==> config.mk <==
export PLATFORM = sky130hd
export DESIGN_NAME = aes_ctr_job_sequencer_flat
export DESIGN_NICKNAME = d
export VERILOG_FILES = /design/src/rtl/aes_ctr_job_sequencer_if.sv /design/src/rtl/aes_ctr_job_sequencer.sv /design/src/flat_wrapper.sv
export SDC_FILE = /design/constraint.sdc
export NUM_CORES = 1
export LEC_CHECK = 0
export BUFFER_PORTS_ARGS = -buffer_cell sky130_fd_sc_hd__buf_2
export CORE_AREA = 2 2 388 390
export CTS_BUF_LIST = sky130_fd_sc_hd__clkbuf_16
export DETAILED_ROUTE_END_ITERATION = 10
export DIE_AREA = 0 0 390 392
export GPL_TIMING_DRIVEN = 0
export PLACE_DENSITY = 0.38
export SLEW_MARGIN = 20
export SYNTH_ARGS = -nofsm -noshare
export SYNTH_HDL_FRONTEND = slang
export SYNTH_SLANG_ARGS = --single-unit
==> constraint.sdc <==
create_clock -name HCLK -period 2 [get_ports HCLK]
set_input_delay 0.1 -clock HCLK [delete_from_list [all_inputs] [get_ports HCLK]]
set_output_delay 0.1 -clock HCLK [all_outputs]
set_load 0.01 [all_outputs]
==> src/rtl/aes_ctr_job_sequencer_if.sv <==
// Bundle of the write-side loads, AES core handshake and output FIFO signals
// seen by the AES-CTR job sequencer. The slave modport is the sequencer's view.
interface aes_ctr_job_sequencer_if #(
    parameter int DATA_W = 128,
    parameter int ADDR_W = 32,
    parameter int CNT_W  = 16
);
    logic              key_valid;
    logic              nonce_valid;
    logic              pt_valid;
    logic [DATA_W-1:0] key;
    logic [DATA_W-1:0] nonce;
    logic [ADDR_W-1:0] destination;
    logic [DATA_W-1:0] plainText;
    logic              aes_start;
    logic [DATA_W-1:0] aes_key;
    logic [DATA_W-1:0] aes_ctr_block;
    logic              aes_done;
    logic [DATA_W-1:0] aes_keystream;
    logic              fifoFull;
    logic              fifo_push;
    logic [DATA_W-1:0] fifo_data;
    logic [ADDR_W-1:0] fifo_addr;
    logic              readWriteReady;
    logic              readWriteError;
    logic [CNT_W-1:0]  blocks_done;

    modport slave (
        input  key_valid, nonce_valid, pt_valid, key, nonce, destination, plainText,
               aes_done, aes_keystream, fifoFull,
        output aes_start, aes_key, aes_ctr_block, fifo_push, fifo_data, fifo_addr,
               readWriteReady, readWriteError, blocks_done
    );

    modport master (
        output key_valid, nonce_valid, pt_valid, key, nonce, destination, plainText,
               aes_done, aes_keystream, fifoFull,
        input  aes_start, aes_key, aes_ctr_block, fifo_push, fifo_data, fifo_addr,
               readWriteReady, readWriteError, blocks_done
    );
endinterface

==> src/rtl/aes_ctr_job_sequencer.sv <==
// AES-CTR job sequencer: latches key/nonce/block loads, starts the AES core,
// XORs the returned keystream with the plaintext and pushes ciphertext plus
// destination into the output FIFO. Owns the block counter (low CTR_W bits of
// the nonce) and a saturating count of pushed blocks.
module aes_ctr_job_sequencer #(
    parameter int DATA_W  = 128,
    parameter int ADDR_W  = 32,
    parameter int CTR_W   = 32,
    parameter int TIMEOUT = 64,
    parameter int CNT_W   = 16
) (
    input logic                    HCLK,
    input logic                    HRESETn,
    aes_ctr_job_sequencer_if.slave bus
);
    localparam int TMO_W = $clog2(TIMEOUT) + 1;

    typedef enum logic [1:0] {IDLE, ARMED, RUN, PUSH} state_t;

    state_t            state;
    logic [DATA_W-1:0] key_q;
    logic [DATA_W-1:0] ctr_q;
    logic [DATA_W-1:0] pt_q;
    logic [ADDR_W-1:0] dest_q;
    logic              key_loaded;
    logic              nonce_loaded;
    logic [TMO_W-1:0]  tmo_cnt;
    logic              start_q;
    logic              err_q;
    logic [DATA_W-1:0] data_q;
    logic [ADDR_W-1:0] addr_q;
    logic [CNT_W-1:0]  done_cnt;

    // Key and counter registers feed the core directly; they only change
    // outside RUN, so they are stable for the whole encryption.
    assign bus.aes_key        = key_q;
    assign bus.aes_ctr_block  = ctr_q;
    assign bus.aes_start      = start_q;
    assign bus.fifo_data      = data_q;
    assign bus.fifo_addr      = addr_q;
    assign bus.readWriteError = err_q;
    assign bus.blocks_done    = done_cnt;
    assign bus.readWriteReady = (state == ARMED);
    // Push is a same-cycle handshake with the FIFO so a block can leave one
    // cycle after aes_done; data/addr are registered and held while full.
    assign bus.fifo_push      = (state == PUSH) && !bus.fifoFull;

    // Job sequencing FSM with load latching, counter and block bookkeeping.
    always_ff @(posedge HCLK or negedge HRESETn) begin
        if (!HRESETn) begin
            state        <= IDLE;
            key_q        <= '0;
            ctr_q        <= '0;
            pt_q         <= '0;
            dest_q       <= '0;
            key_loaded   <= 1'b0;
            nonce_loaded <= 1'b0;
            tmo_cnt      <= '0;
            start_q      <= 1'b0;
            err_q        <= 1'b0;
            data_q       <= '0;
            addr_q       <= '0;
            done_cnt     <= '0;
        end else begin
            start_q <= 1'b0;
            err_q   <= 1'b0;
            case (state)
                IDLE, ARMED: begin
                    if (bus.key_valid) begin
                        key_q      <= bus.key;
                        key_loaded <= 1'b1;
                    end
                    if (bus.nonce_valid) begin
                        ctr_q        <= bus.nonce;
                        dest_q       <= '0;
                        nonce_loaded <= 1'b1;
                    end
                    if (state == IDLE) begin
                        if (bus.pt_valid)
                            err_q <= 1'b1;
                        if ((key_loaded || bus.key_valid) && (nonce_loaded || bus.nonce_valid))
                            state <= ARMED;
                    end else if (bus.pt_valid) begin
                        // Loads above land on the same edge, so a block
                        // accepted alongside a new key/nonce uses the new values.
                        pt_q    <= bus.plainText;
                        dest_q  <= bus.destination;
                        start_q <= 1'b1;
                        tmo_cnt <= '0;
                        state   <= RUN;
                    end
                end
                RUN: begin
                    if (bus.key_valid || bus.nonce_valid || bus.pt_valid)
                        err_q <= 1'b1;
                    if (bus.aes_done) begin
                        data_q <= pt_q ^ bus.aes_keystream;
                        addr_q <= dest_q;
                        state  <= PUSH;
                    end else if (tmo_cnt == TMO_W'(TIMEOUT - 1)) begin
                        // Core never answered: drop the block, keep the counter.
                        err_q <= 1'b1;
                        state <= ARMED;
                    end else begin
                        tmo_cnt <= tmo_cnt + TMO_W'(1);
                    end
                end
                PUSH: begin
                    if (bus.key_valid || bus.nonce_valid || bus.pt_valid)
                        err_q <= 1'b1;
                    if (!bus.fifoFull) begin
                        ctr_q[CTR_W-1:0] <= ctr_q[CTR_W-1:0] + CTR_W'(1);
                        if (done_cnt != {CNT_W{1'b1}})
                            done_cnt <= done_cnt + CNT_W'(1);
                        state <= ARMED;
                    end
                end
                default: state <= IDLE;
            endcase
        end
    end
endmodule

==> src/flat_wrapper.sv <==
// flat-port wrapper written by rule: the top's interface ports become plain ports
module aes_ctr_job_sequencer_flat 
#(
    parameter int DATA_W  = 128,
    parameter int ADDR_W  = 32,
    parameter int CTR_W   = 32,
    parameter int TIMEOUT = 64,
    parameter int CNT_W   = 16
)
  (HCLK, HRESETn, bus_key_valid, bus_nonce_valid, bus_pt_valid, bus_key, bus_nonce, bus_destination, bus_plainText, bus_aes_done, bus_aes_keystream, bus_fifoFull, bus_aes_start, bus_aes_key, bus_aes_ctr_block, bus_fifo_push, bus_fifo_data, bus_fifo_addr, bus_readWriteReady, bus_readWriteError, bus_blocks_done);
  aes_ctr_job_sequencer_if #(.DATA_W(DATA_W), .ADDR_W(ADDR_W), .CNT_W(CNT_W)) bus_i ();
  input logic HCLK;
  input logic HRESETn;
  input wire logic [$bits(bus_i.key_valid)-1:0] bus_key_valid;
  input wire logic [$bits(bus_i.nonce_valid)-1:0] bus_nonce_valid;
  input wire logic [$bits(bus_i.pt_valid)-1:0] bus_pt_valid;
  input wire logic [$bits(bus_i.key)-1:0] bus_key;
  input wire logic [$bits(bus_i.nonce)-1:0] bus_nonce;
  input wire logic [$bits(bus_i.destination)-1:0] bus_destination;
  input wire logic [$bits(bus_i.plainText)-1:0] bus_plainText;
  input wire logic [$bits(bus_i.aes_done)-1:0] bus_aes_done;
  input wire logic [$bits(bus_i.aes_keystream)-1:0] bus_aes_keystream;
  input wire logic [$bits(bus_i.fifoFull)-1:0] bus_fifoFull;
  output wire logic [$bits(bus_i.aes_start)-1:0] bus_aes_start;
  output wire logic [$bits(bus_i.aes_key)-1:0] bus_aes_key;
  output wire logic [$bits(bus_i.aes_ctr_block)-1:0] bus_aes_ctr_block;
  output wire logic [$bits(bus_i.fifo_push)-1:0] bus_fifo_push;
  output wire logic [$bits(bus_i.fifo_data)-1:0] bus_fifo_data;
  output wire logic [$bits(bus_i.fifo_addr)-1:0] bus_fifo_addr;
  output wire logic [$bits(bus_i.readWriteReady)-1:0] bus_readWriteReady;
  output wire logic [$bits(bus_i.readWriteError)-1:0] bus_readWriteError;
  output wire logic [$bits(bus_i.blocks_done)-1:0] bus_blocks_done;
  assign bus_i.key_valid = bus_key_valid;
  assign bus_i.nonce_valid = bus_nonce_valid;
  assign bus_i.pt_valid = bus_pt_valid;
  assign bus_i.key = bus_key;
  assign bus_i.nonce = bus_nonce;
  assign bus_i.destination = bus_destination;
  assign bus_i.plainText = bus_plainText;
  assign bus_i.aes_done = bus_aes_done;
  assign bus_i.aes_keystream = bus_aes_keystream;
  assign bus_i.fifoFull = bus_fifoFull;
  assign bus_aes_start = bus_i.aes_start;
  assign bus_aes_key = bus_i.aes_key;
  assign bus_aes_ctr_block = bus_i.aes_ctr_block;
  assign bus_fifo_push = bus_i.fifo_push;
  assign bus_fifo_data = bus_i.fifo_data;
  assign bus_fifo_addr = bus_i.fifo_addr;
  assign bus_readWriteReady = bus_i.readWriteReady;
  assign bus_readWriteError = bus_i.readWriteError;
  assign bus_blocks_done = bus_i.blocks_done;
  aes_ctr_job_sequencer #(.DATA_W(DATA_W), .ADDR_W(ADDR_W), .CTR_W(CTR_W), .TIMEOUT(TIMEOUT), .CNT_W(CNT_W)) u_core (.HCLK(HCLK), .HRESETn(HRESETn), .bus(bus_i));
endmodule
==> metrics.md, run 1 <==
| Metric | Value |
|---|---|
| Max cap viols | `0` |
| Largest family of logic cells by synthesized area | `simple AND/OR/NAND/NOR gates` |
| Finished Core Util | `0.272` |
| Worst EP required | `2.59 ns` |
| First-pass GRT wire length | `174,000 um` |
| Mapped Cells | `2,343` |
| Post-synth EDFFs | `0` |
| Die Span X | `390 um` |
| Clk_lat worst skew | `0.67 ns` |
| Mapped Nets | `2,897` |
| DRT Pass-1 Iters | `4` |
| #FFs+latches synth | `605` |
| Routed via count | `23,000` |
| Combinational Power Share | `0.387` |
| Post-Synth Simple-Gate Area | `0.174` |
| Seq pwr share | `0.376` |
| Sw Ratio | `0.394` |
| Initial DRC Count | `812` |
| Setup violators final | `0` |
| Period utilisation layout | `0.954` |
| Worst setup startpoint | `u_core.bus.aes_ctr_block[17]` |
| Adder-cell share of the synthesized area | `0.00154` |
| ANT nets after route | `0` |
| Setup TNS | `0 ns` |
| CP max FO | `6` |
| Final Hold Viols | `88` |
| Gp weighted congestion | `0.794` |
| Max_slew headroom | `0.475` |
| I/O Pins | `987` |
| CTS tree | `yes` |
| P_sw | `22,500 uW` |
| Largest net degree at the start of global routing | `86` |
| Grt total ovfl | `0` |
| Total core area | `149,000 um2` |
| Status | `finished, violations left` |
| Clock share of power | `0.237` |
| Synth Area in Compound Gates | `0.0541` |
| Crit Path Class | `register to register` |
| Pwr Density | `1410 nW/um2` |
| Post-Synthesis Cell Area | `24,400 um2` |
| Startpoint types | `register` |
| Initial antenna violation count | `53` |
| Mux contribution to synthesized area | `0.0760` |
| # port buffers | `986` |
| Drt via density | `3.83` |
| Slew @ Worst Pin | `0.786 ns` |
| Layout cell share with drive strength beyond 1 | `0.346` |
| Syn Area/Cell | `10.4 um2` |
| Reg clk slew, reported paths | `0.06 ns` |
| Area growth, synth to finish | `66.2%` |
| Commonest non-fill, non-tap cell in the layout | `buf_2` |
| Critical R2R Launch | `u_core.bus.aes_ctr_block[17]` |
| Count of pins over their slew limit | `0` |
| H-tree depth | `3` |
| Unique masters post-synth | `51` |
| Ys flop type | `dfrtp_1` |
| Layout filler cell count | `16,100` |
| Worst min-delay path class | `input port to asynchronous set/reset pin` |
| Min Hold Slack | `-0.119 ns` |
| Root Buffer | `clkbuf_16` |
| Max Clock Freq | `524 MHz` |
| Routed Wire Length | `124,000 um` |
| Fraction of registers with async set/reset | `1.00` |
| Rows | `142` |
| Clock buffer depth | `3` |
| DR DRC count | `0` |
| Total track usage | `0.157` |
| Min Tclk post-route | `1.91 ns` |
| Register area share after synthesis | `0.621` |
| Failing checks | `hold timing` |
| DP HPWL | `95,700 um` |
| RSZ-0062 raised after global routing | `true` |
| CTS Buf Count | `79` |
| Post-Synth XOR/XNOR Area | `0.0517` |
| Yosys warnings | `0` |
| Cell Int Power | `34,700 uW` |
| Number of global-route vias before repair | `24,500` |
| Clock skew | `0.0136 ns` |
| WL/cell | `20.7 um` |
| Area of the die | `153,000 um2` |
| Die H | `392 um` |
| Endpoint type of the worst setup path | `register` |
| Initial Utilization | `0.164` |
| P_leak | `0.0200 uW` |
| Max VDD drop | `0.696 mV` |
| Worst EP arrival | `2.50 ns` |
| Final-stage net count | `4,540` |
| Highest-count cells in the layout ignoring fill and taps | `1,006 x buf_2, 904 x nand2_1, 601 x dfrtp_1` |
| Clock sinks | `605` |
[through the flow]
| stage | hold slack, ns | std cells | power (uW) | setup slack, ns | cell area [um2] |
|---|---|---|---|---|---|
| 3_5_place_dp | -0.0185 | 5281 | 42700 | -1.55 | 32000 |
| 4_1_cts | -0.163 | 5993 | 58200 | -0.00294 | 40400 |
| 6_report | -0.119 | 6006 | 57200 | 0.0916 | 40600 |
| 2_1_floorplan | -0.196 | 2343 | 31800 | 0.207 | 24400 |
| 5_1_grt | -0.124 | 6001 | 61500 | -0.0168 | 40500 |
| 3_3_place_gp | 0.293 | 5273 | 42500 | -14.04 | 31800 |
[cells in the mapped netlist, drive strengths merged (4+ instances only)]
library cell | number | share of area
nand2 | 906 | 0.14
dfrtp | 605 | 0.62
mux2 | 161 | 0.074
o21ai | 152 | 0.031
xnor2 | 141 | 0.051
clkbuf | 78 | 0.012
nand3 | 64 | 0.013
buf | 47 | 0.0090
a21oi | 43 | 0.0088
nor2 | 23 | 0.0035
o22ai | 15 | 0.0038
nand4 | 11 | 0.0034
nor3 | 11 | 0.0027
and4 | 10 | 0.0037
and3 | 9 | 0.0023
a31oi | 5 | 0.0013
inv | 5 | 0.00077
nand2b | 5 | 0.0013
or3 | 5 | 0.0013
a2bb2oi | 4 | 0.0014
mux2i | 4 | 0.0016
[cells by family after synthesis]
family,Yosys count
AOI/OAI and AO/OA,241
xor gates and xnor gates,144
adders and majority gates,3
buffers and inverters,130
DFF,605
muxes,165
and+or+nand+nor,1055
[final timing paths]
kind	to	slack, ns	cells past startpoint
hold reg to reg	u_core.bus.aes_ctr_block[50]	0.47	2
setup reg to reg	u_core.bus.aes_ctr_block[31]	0.09	5
min in group HCLK	u_core.bus.aes_ctr_block[84]	0.15	4
max in group asynchronous	u_core.bus.aes_key[28]	0.43	11
setup / recovery	u_core.bus.aes_ctr_block[31]	0.09	5
hold / removal	u_core.bus.fifo_data[26]	-0.12	7
[worst max-delay path, stage by stage (launching register included)]
cell     delay (ns)
dfrtp_1        0.45
nand3_1        0.22
nor3_4         0.38
nand4_4        0.17
or4_1          0.52
nand3_1        0.10
[flip-flops by register name (all words and copies together), names as in the netlist]
name and cells:
u_core.bus.aes_ctr_block 128, u_core.bus.aes_key 128, u_core.bus.aes_start 1, u_core.bus.blocks_done 16, u_core.bus.fifo_addr 32, u_core.bus.fifo_data 128
u_core.bus.readWriteError 1, u_core.dest_q 32, u_core.key_loaded 1, u_core.nonce_loaded 1, u_core.pt_q 128, u_core.state 2
u_core.tmo_cnt 7
[power groups by stage]
stage               clock network [uW]  registers [uW]  logic [uW]
floorplan                            0           23000        8730
global placement                     0           21600       21000
detailed placement                   0           21700       21100
CTS                              14100           21500       22600
global route                     14600           22300       24600
finish                           13500           21500       22100
[timing repair]
item / 4_1_cts / 5_1_grt
cloned: 0 / 1
hold buffers: 559 / 1
pin swaps: 1 / 5
endpoints found under the setup margin: 587 / 162
hold endpoints to repair: 737 / 94
gates resized for setup: 108 / 47
buffers inserted: 10 / 1
[cell type report]
class,count,area (um2),share of cell area
flip-flops and latches,605,15100,0.373
repair buffers,1566,11000,0.270
multi-input cells,1608,8830,0.218
well taps,1944,2430,0.0600
clock buffers,80,2000,0.0494
plain buffers,121,736,0.0181
clock inverters,64,393,0.00969
diodes,13,32.5,0.000802
inverters,5,18.8,0.000463
[layer usage]
metal	global-route usage	vias to the layer above	routed length, um
li1	-	11000	-
met1	0.172	11100	47600
met2	0.278	766	62100
met3	0.0627	215	10800
met4	0.0450	8	3860
met5	0	-	56
No activity file was read; power rests on OpenSTA's default activity.
==> run 2: changes to the inputs <==
--- a/config.mk
+++ b/config.mk
@@ -11,7 +11,7 @@
 export DETAILED_ROUTE_END_ITERATION = 10
 export DIE_AREA = 0 0 390 392
 export GPL_TIMING_DRIVEN = 0
-export PLACE_DENSITY = 0.38
+export PLACE_DENSITY_LB_ADDON = 0.2
 export SLEW_MARGIN = 20
 export SYNTH_ARGS = -nofsm -noshare
 export SYNTH_HDL_FRONTEND = slang
==> metrics.md, run 2 (same netlist as run 1, synthesis figures left out) <==
| Metric | Value |
|---|---|
| Status | `completed` |
| Area growth, synth to finish | `66.5%` |
| Max_slew headroom | `0.415` |
| Rows | `142` |
| Critical Path, Cell by Cell | `clkbuf_4 > nand2_1 > or2_4 > inv_2 > buf_12 > buf_8 > nand2_2 > nand2_1` |
| FF-to-FF End | `u_core.dest_q[6]` |
| Final Hold Viols | `0` |
| Total core area | `149,000 um2` |
| Pwr Density | `1430 nW/um2` |
| Startpoint types | `register` |
| Total track usage | `0.157` |
| Clock buffer depth | `3` |
| Setup violators final | `0` |
| Slowest CP cell | `dfrtp_1` |
| Layout cell share with drive strength beyond 1 | `0.346` |
| # port buffers | `986` |
| Clk_lat worst skew | `0.67 ns` |
| Min Tclk post-route | `1.91 ns` |
| Worst min-delay path class | `input port to asynchronous set/reset pin` |
| Initial antenna violation count | `55` |
| Seq pwr share | `0.371` |
| Clock sinks | `605` |
| Final-stage net count | `4,538` |
| CTS tree | `yes` |
| Crit Path Class | `register to register` |
| Slew @ Worst Pin | `0.878 ns` |
| First-pass GRT wire length | `174,000 um` |
| CTS Buf Count | `80` |
| Root Buffer | `clkbuf_16` |
| Worst EP arrival | `2.50 ns` |
| Max VDD drop | `0.609 mV` |
| Layout filler cell count | `16,000` |
| Reg clk slew, reported paths | `0.05 ns` |
| ANT nets after route | `0` |
| H-tree depth | `3` |
| Largest net degree at the start of global routing | `90` |
| Setup TNS | `0 ns` |
| Pwr Total | `57,900 uW` |
| WL/cell | `20.9 um` |
| Max cap viols | `0` |
| Gp weighted congestion | `0.796` |
| Combinational Power Share | `0.385` |
| Max Clock Freq | `524 MHz` |
| Number of global-route vias before repair | `24,000` |
| Worst setup startpoint | `u_core.state[0]` |
| Worst Setup EP | `u_core.dest_q[6]` |
| CP max FO | `10` |
| Highest-count cells in the layout ignoring fill and taps | `1,009 x buf_2, 903 x nand2_1, 601 x dfrtp_1` |
| CP delay by family, top | `buffers and inverters` |
| Most Frequent Cell on Critical Path | `nand2_1` |
| Grt total ovfl | `0` |
| Max stage delay on crit path | `0.35 ns` |
| P_sw | `22,700 uW` |
| Period utilisation layout | `0.955` |
| Die H | `392 um` |
| Routed Wire Length | `125,000 um` |
| R2R setup slack | `0.09 ns` |
| Initial Utilization | `0.164` |
| P_leak | `0.0200 uW` |
| Die Span X | `390 um` |
| Clock share of power | `0.244` |
| Clock skew | `0.0485 ns` |
| Cell Int Power | `35,200 uW` |
| Commonest non-fill, non-tap cell in the layout | `buf_2` |
| WP depth | `8` |
| Worst EP required | `2.59 ns` |
| Endpoint type of the worst setup path | `register` |
| Count of pins over their slew limit | `0` |
| I/O Pins | `987` |
| DRT Pass-1 Iters | `5` |
| Drt via density | `3.83` |
| Worst path bufs/invs | `4` |
| Sw Ratio | `0.392` |
| Area of the die | `153,000 um2` |
| DP HPWL | `95,800 um` |
| Critical R2R Launch | `u_core.state[0]` |
| Initial DRC Count | `886` |
| Routed via count | `23,000` |
| R2R cell count | `8` |
| DR DRC count | `0` |
| RSZ-0062 raised after global routing | `false` |
## run 2: cell types whose count changed in the layout (fill, tap and decap cells not counted), sizes merged
cell / previous run / this run
clkinv: 35 / 23
bufinv: 2 / 5
clkinvlp: 2 / 6
buf: 1052 / 1054
clkbuf: 162 / 159
diode: 13 / 15
## run 2: metal layers
metal	global-route usage	wire [um]
met5	0	88
met3	0.0659	12200
met4	0.0505	4160
met1	0.177	48300
met2	0.269	60400
## run 2: worst register-to-register path: stages (launching register included)
cell and delay, ns:
dfrtp_1 0.35, clkbuf_4 0.20, nand2_1 0.08, or2_4 0.33
inv_2 0.14, buf_12 0.19, buf_8 0.23, nand2_2 0.20
nand2_1 0.11
## run 2: power groups by stage
| stage | clock [uW] | combinational, uW | sequential (uW) |
|---|---|---|---|
| global route | 15200 | 24700 | 22200 |
| finish | 14200 | 22300 | 21500 |
| detailed placement | 0 | 21200 | 21600 |
| CTS | 14800 | 22700 | 21500 |
| global placement | 0 | 21200 | 21500 |
| floorplan | 0 | 8730 | 23000 |
## run 2: worst min path at each step
stage | slack, ns | startpoint | cells after the start | to
3_5_place_dp | 0.09 | HRESETn | 1 | u_core.bus.fifo_data[30]
5_1_grt | 0.03 | HRESETn | 3 | u_core.bus.fifo_data[27]
3_3_place_gp | 0.29 | bus_nonce[81] | 3 | u_core.bus.aes_ctr_block[81]
2_1_floorplan | -0.20 | HRESETn | 0 | u_core.bus.aes_ctr_block[0]
6_report | 0.05 | HRESETn | 3 | u_core.bus.fifo_data[30]
4_1_cts | -0.09 | HRESETn | 2 | u_core.bus.fifo_data[30]
## run 2: final cells by class
| type | count | area [um2] | share of cell area |
|---|---|---|---|
| Inverter | 5 | 18.8 | 0.000462 |
| Clock buffer | 82 | 2050 | 0.0505 |
| Antenna cell | 15 | 37.5 | 0.000924 |
| Sequential cell | 605 | 15100 | 0.373 |
| Multi-Input combinational cell | 1608 | 8840 | 0.218 |
| Clock inverter | 59 | 473 | 0.0116 |
| Timing Repair Buffer | 1561 | 10900 | 0.267 |
| Buffer | 123 | 758 | 0.0187 |
| Tap cell | 1944 | 2430 | 0.0599 |
## run 2: what timing repair did
action	in CTS	in global routing
gates resized for setup	119	50
setup endpoints to repair	588	326
hold endpoints to repair	764	44
pin swaps	2	5
hold buffers	551	2
setup buffers	10	5
## run 2: stage by stage
stage | setup slack, ns | util | cell area [um2] | instances | hold slack, ns
finish | 0.0904 | 0.273 | 40600 | 6002 | 0.0505
CTS | -0.159 | 0.271 | 40400 | 5981 | -0.0874
global route | 0.00687 | 0.273 | 40600 | 5996 | 0.0255
floorplan | 0.207 | - | 24400 | 2343 | -0.196
detailed placement | -1.69 | 0.215 | 32000 | 5280 | 0.0877
global placement | -14.05 | 0.213 | 31800 | 5273 | 0.292
